File: config.mk
export PLATFORM = sky130hd
export DESIGN_NAME = if_id_imm_stage
export DESIGN_NICKNAME = d
export VERILOG_FILES = /design/src/rtl/if_id_imm_stage.sv
export SDC_FILE = /design/constraint.sdc
export NUM_CORES = 1
export LEC_CHECK = 0
export BUFFER_PORTS_ARGS = -buffer_cell sky130_fd_sc_hd__buf_2
export CORE_MARGIN = 4
export CORE_UTILIZATION = 43
export DETAILED_ROUTE_END_ITERATION = 10
export PLACE_DENSITY = 0.75
export SLEW_MARGIN = 20
export SYNTH_ARGS = -nofsm -noshare
export SYNTH_HDL_FRONTEND = slang
export SYNTH_SLANG_ARGS = --single-unit
File: constraint.sdc
create_clock -name clk -period 1.4 [get_ports clk]
set_input_delay 0.14 -clock clk [delete_from_list [all_inputs] [get_ports clk]]
set_output_delay 0.14 -clock clk [all_outputs]
set_load 0.005 [all_outputs]
File: src/rtl/if_id_imm_stage.sv
// ---------------------------------------------------------------------------
// if_id_imm_stage
//   IF/ID pipeline register for the pipelined ARM64 core. It captures the
//   fetched instruction and its PC, and it supports two controls:
//     - stall: hold the stage contents.
//     - flush: insert a bubble.
//   It also classifies the immediate format of the instruction it captures.
//   The raw immediate field is presented right-aligned for the decode-stage
//   sign-extend units. A saturating counter tracks flush-inserted bubbles.
//
// Ports
//   clk          rising-edge clock
//   reset        synchronous, active-low reset
//   stall        hold every stage register
//   flush        replace stage contents with a bubble (wins over stall)
//   pc_in        PC of the fetched instruction
//   instr_in     fetched instruction
//   fetch_valid  pc_in/instr_in carry a real instruction
//   pc_q         registered PC
//   instr_q      registered instruction (NOP when holding a bubble)
//   valid_q      registered instruction is real
//   imm_type     0 none, 1 DAddr9, 2 ALU_Imm12, 3 CondAddr19, 4 BrAddr26
//   imm_raw      selected immediate field, right-aligned, upper bits zero
//   bubble_cnt   saturating count of flush-inserted bubbles
// ---------------------------------------------------------------------------
module if_id_imm_stage #(
  parameter int ADDR_WIDTH  = 64,
  parameter int INSTR_WIDTH = 32,
  parameter int CNT_WIDTH   = 16
) (
  input  logic                   clk,
  input  logic                   reset,
  input  logic                   stall,
  input  logic                   flush,
  input  logic [ADDR_WIDTH-1:0]  pc_in,
  input  logic [INSTR_WIDTH-1:0] instr_in,
  input  logic                   fetch_valid,
  output logic [ADDR_WIDTH-1:0]  pc_q,
  output logic [INSTR_WIDTH-1:0] instr_q,
  output logic                   valid_q,
  output logic [2:0]             imm_type,
  output logic [25:0]            imm_raw,
  output logic [CNT_WIDTH-1:0]   bubble_cnt
);

  localparam logic [31:0] NOP_INSTR = 32'hD503201F;

  localparam logic [2:0] IMM_NONE = 3'd0;
  localparam logic [2:0] IMM_D9   = 3'd1;
  localparam logic [2:0] IMM_I12  = 3'd2;
  localparam logic [2:0] IMM_C19  = 3'd3;
  localparam logic [2:0] IMM_B26  = 3'd4;

  logic [ADDR_WIDTH-1:0]  pc_d;
  logic [INSTR_WIDTH-1:0] instr_d;
  logic                   valid_d;
  logic [2:0]             imm_type_d;
  logic [25:0]            imm_raw_d;
  logic [CNT_WIDTH-1:0]   bubble_cnt_d;

  // Immediate decode of the incoming instruction. The decode happens before
  // the register, so imm_type/imm_raw always describe the instruction in
  // instr_q. Opcode checks are in priority order, and the first match wins.
  logic [2:0]  dec_type;
  logic [25:0] dec_raw;

  always_comb begin
    dec_type = IMM_NONE;
    dec_raw  = '0;
    if (instr_in[31:26] == 6'b000101) begin
      dec_type = IMM_B26;
      dec_raw  = instr_in[25:0];
    end else if (instr_in[31:24] == 8'b10110100 ||
                 instr_in[31:24] == 8'b01010100) begin
      dec_type = IMM_C19;
      dec_raw  = {7'd0, instr_in[23:5]};
    end else if (instr_in[31:21] == 11'b11111000010 ||
                 instr_in[31:21] == 11'b11111000000) begin
      dec_type = IMM_D9;
      dec_raw  = {17'd0, instr_in[20:12]};
    end else if (instr_in[31:22] == 10'b1001000100 ||
                 instr_in[31:22] == 10'b1101000100) begin
      dec_type = IMM_I12;
      dec_raw  = {14'd0, instr_in[21:10]};
    end
  end

  // Next-state selection. Flush outranks stall, and stall outranks load.
  // A load with fetch_valid low still takes the new PC but stores a bubble.
  always_comb begin
    pc_d         = pc_q;
    instr_d      = instr_q;
    valid_d      = valid_q;
    imm_type_d   = imm_type;
    imm_raw_d    = imm_raw;
    bubble_cnt_d = bubble_cnt;
    if (flush) begin
      instr_d    = NOP_INSTR;
      valid_d    = 1'b0;
      imm_type_d = IMM_NONE;
      imm_raw_d  = '0;
      // Saturate at all-ones so the counter never wraps back to zero.
      if (bubble_cnt != {CNT_WIDTH{1'b1}})
        bubble_cnt_d = bubble_cnt + 1'b1;
    end else if (!stall) begin
      pc_d = pc_in;
      if (fetch_valid) begin
        instr_d    = instr_in;
        valid_d    = 1'b1;
        imm_type_d = dec_type;
        imm_raw_d  = dec_raw;
      end else begin
        instr_d    = NOP_INSTR;
        valid_d    = 1'b0;
        imm_type_d = IMM_NONE;
        imm_raw_d  = '0;
      end
    end
  end

  always_ff @(posedge clk) begin
    if (!reset) begin
      pc_q       <= '0;
      instr_q    <= NOP_INSTR;
      valid_q    <= 1'b0;
      imm_type   <= IMM_NONE;
      imm_raw    <= '0;
      bubble_cnt <= '0;
    end else begin
      pc_q       <= pc_d;
      instr_q    <= instr_d;
      valid_q    <= valid_d;
      imm_type   <= imm_type_d;
      imm_raw    <= imm_raw_d;
      bubble_cnt <= bubble_cnt_d;
    end
  end

endmodule

==> metrics.yaml <==
path_buf_inv: 2
grt_first_pass_wirelength_microns: 33300
grtUsageTotal: 0.281
crit_family: "simple AND/OR/NAND/NOR gates"
ys_seq_area_frac: 0.499
portBuffers: 242
reg2reg_slack_ps: -30
path_max_fanout: 8
cts_sinks: 142
seq_area_sq_mm: 0.00286
comb_power_share: 0.109
min_path_type: "input pin to register"
placed_cells: 1096
clock_latency_ps: 420
synthArstFlopShare: 0
finalWorstSetupSlack_ps: -27.6
final_util: 0.701
maxCapViolCount: 0
n_antenna_cell: 0
pwr-share-seq: 0.428
rows: 41
arrival_ps: 1770
postRouteAntennaNets: 0
synthXorXnorAreaFrac: 0
drive_above_1_share: 0.381
die_y_microns: 123
relSlewSlack: 0.746
wl_per_cell_microns: 18.3
post-route-drc-count: 0
synth_top_area_share: 0.499
reg2reg_depth: 6
pre_cts_ws_ps: -246
violations: "setup timing"
cp-start-kind: "register"
leakage_nw: 3.95
gp_congestion: 0.880
drtIter0Drc: 629
grt-ovfl-total: 0
hold_depth: 3
required_ps: 1740
status: "finished, violations left"
antenna_found_initial: 1
ir_drop_uv: 616
max-clock-path-buffers: 2
synthTopCellsByArea: "dfxtp_1, nand2_1, a21oi_1, a22oi_1, clkbuf_1"
synth_compound_area_frac: 0.225
ys.warnings.count: 0
syn2layout_area_growth_pct: 57.1
synth_mux_area_frac: 0.00879
ys.flop_type: "dfxtp_1"
min_delay_worst_endpoint: "instr_q[9]$_SDFFE_PP0N_"
grt_start_max_net_pins: 74
ios: 243
p_switching_mw: 2.40
setup_violations: 4
critPathSlowestCell: "or4_4"
cts_tree: "built"
powerDensity_mw_per_mm2: 1100
min-delay-start: "instr_in[9]"
hpwl_microns: 13800
htree_num_levels: 4
root_buffer: "clkbuf_16"
pwr-share-clk: 0.464
syn_area_sq_mm: 0.00570
core_area_sq_mm: 0.0128
reg2reg_from: "bubble_cnt[8]$_SDFFE_PN0P_"
synthesis.instances: 669
grt_pass1_vias: 6333
num_vias: 6562
yosys.area_share.simple: 0.221
layout.nets: 1120
drv_slew: 0
avgSynthCellArea_sq_um: 8.52
multi_input_area_sq_mm: 0.00270
fillCellCount: 935
hold_viol: 0
synth_edf_count: 0
synth-adder-area-share: 0.00220
criticalPathCategory: "register to register"
cts_buffers: 17
drt-total-wl_microns: 22100
period_minus_slack_ps: 1430
yosysTopAreaCell: "dfxtp_1"
yosysUniqueCellTypes: 59
intPower_mw: 7.46
end_kind: "register"
netSwitchingFraction: 0.243
dieArea_sq_mm: 0.0152
final_cells: 1203
vias_per_cell: 5.45
start_util: 0.446
synth_seq_cells: 142
tightest_slew_ps: 377
path_clk_slew_ps: 60
cp_cell_sequence: "nand4_4 -> buf_4 -> nor4_4 -> buf_6 -> or4_4 -> a21oi_2"
setup-tns-final_ps: -58.5
timing.rr.end: "bubble_cnt[7]$_SDFFE_PN0P_"
timing.fmax_mhz: 700
synth_top_family_by_area: "compound AO/OA/AOI/OAI gates"
synth_nets: 771
max_stage_delay_ps: 420
chipWidth_microns: 123
rsz0062_at_grt: "true"
dr.pass1.iters: 5
fin_skew_ps: 7.49
total_power_mw: 9.86
fin_crit_sh: 1.02
==> registers in the layout, summed over array words and instances (netlist names) <==
name / cells
bubble_cnt: 16
valid_q: 1
imm_type: 3
instr_q: 32
imm_raw: 26
pc_q: 64
==> Yosys cell counts (3+ instances only) <==
master	n
nand2_1	178
inv_1	5
a32oi_1	12
o41ai_1	7
clkbuf_1	42
and3_1	3
dfxtp_1	142
o22ai_1	17
a21oi_1	82
o31ai_1	4
nand4_1	4
a22oi_1	26
nor3_1	4
nand2b_1	12
buf_6	3
or4_1	3
o31ai_2	6
a221oi_1	7
a31oi_1	4
nand3_1	5
and2_1	5
nor2_1	40
a41oi_1	5
mux2i_1	5
==> worst max path at each step <==
stage | depth (start not counted) | slack, ps | startpoint | to
after floorplan | 6 | -90 | instr_in[30] | imm_raw[10]$_SDFFE_PP0N_
after global placement | 5 | -210 | instr_in[30] | imm_raw[10]$_SDFFE_PP0N_
after detailed placement | 7 | -250 | instr_in[30] | imm_raw[7]$_SDFFE_PP0N_
after CTS | 5 | 4 | bubble_cnt[1]$_SDFFE_PN0P_ | bubble_cnt[9]$_SDFFE_PN0P_
after global routing | 6 | -80 | bubble_cnt[8]$_SDFFE_PN0P_ | bubble_cnt[7]$_SDFFE_PN0P_
final | 6 | -30 | bubble_cnt[8]$_SDFFE_PN0P_ | bubble_cnt[7]$_SDFFE_PN0P_
==> power by group through the flow <==
stage | Combinational [mW] | Clock (mW) | Sequential [mW]
2_1_floorplan | 0.353 | 0 | 4.31
3_3_place_gp | 0.865 | 0 | 4.29
3_5_place_dp | 0.871 | 0 | 4.29
4_1_cts | 1.03 | 4.61 | 4.21
5_1_grt | 1.15 | 4.81 | 4.23
6_report | 1.07 | 4.57 | 4.22
==> area by class of cell <==
cell class / instances / share of cell area
Clock inverter: 14 / 0.0186
Sequential cell: 142 / 0.319
Timing Repair Buffer: 381 / 0.285
Tap cell: 172 / 0.0240
Clock buffer: 18 / 0.0480
Inverter: 7 / 0.00294
Multi-Input combinational cell: 469 / 0.302
==> metal layers <==
layer,global-route usage,wire [microns],vias up,part of all wire
li1,-,-,3067,-
met1,0.327,8480,3052,0.38
met2,0.476,10500,383,0.48
met3,0.0924,2310,58,0.10
met4,0.118,717,2,0.033
met5,0,12,-,0.00054
==> logic make-up after synthesis <==
| logic type | after synthesis |
|---|---|
| simple gates | 277 |
| compound gates | 186 |
| flops | 142 |
| buf+inv | 58 |
| mux | 5 |
| fa+ha+maj | 1 |
==> through the flow <==
| step | cell area, sq um | hold slack (ps) |
|---|---|---|
| after global routing | 8950 | 3.15 |
| after floorplan | 5760 | 276 |
| after detailed placement | 7540 | 387 |
| after global placement | 7540 | 382 |
| final | 8950 | 22.5 |
| after CTS | 8860 | 10.3 |
==> tightest hold or removal path, stage by stage <==
cell     delay (ps)
buf_2           120
a22oi_1          70
nor2_1           80
==> placed cells by master, fill, tap and decap left out, types with 5 or more instances in the layout <==
| cell type | count |
|---|---|
| buf_12 | 9 |
| buf_2 | 242 |
| nor2_1 | 39 |
| a21oi_1 | 81 |
| clkbuf_16 | 17 |
| a22oi_1 | 26 |
| dfxtp_1 | 132 |
| dlygate4sd3_1 | 70 |
| nand2_1 | 175 |
| o41ai_1 | 7 |
| buf_4 | 58 |
| nand3_1 | 5 |
| and2_1 | 5 |
| o22ai_1 | 17 |
| o31ai_2 | 7 |
| mux2i_1 | 5 |
| nand2b_1 | 12 |
| a221oi_1 | 7 |
| a41oi_1 | 5 |
| a32oi_1 | 12 |
| dfxtp_2 | 9 |
==> timing repair <==
| action | CTS | global route |
|---|---|---|
| resized for setup | 8 | 15 |
| buffers inserted | 1 | 5 |
| hold endpoints to repair | 70 | 0 |
| hold buffers | 70 | 0 |
| endpoints found under the setup margin | 5 | 11 |
| pin swaps | 6 | 11 |
Power figures use the tool's default switching activity.
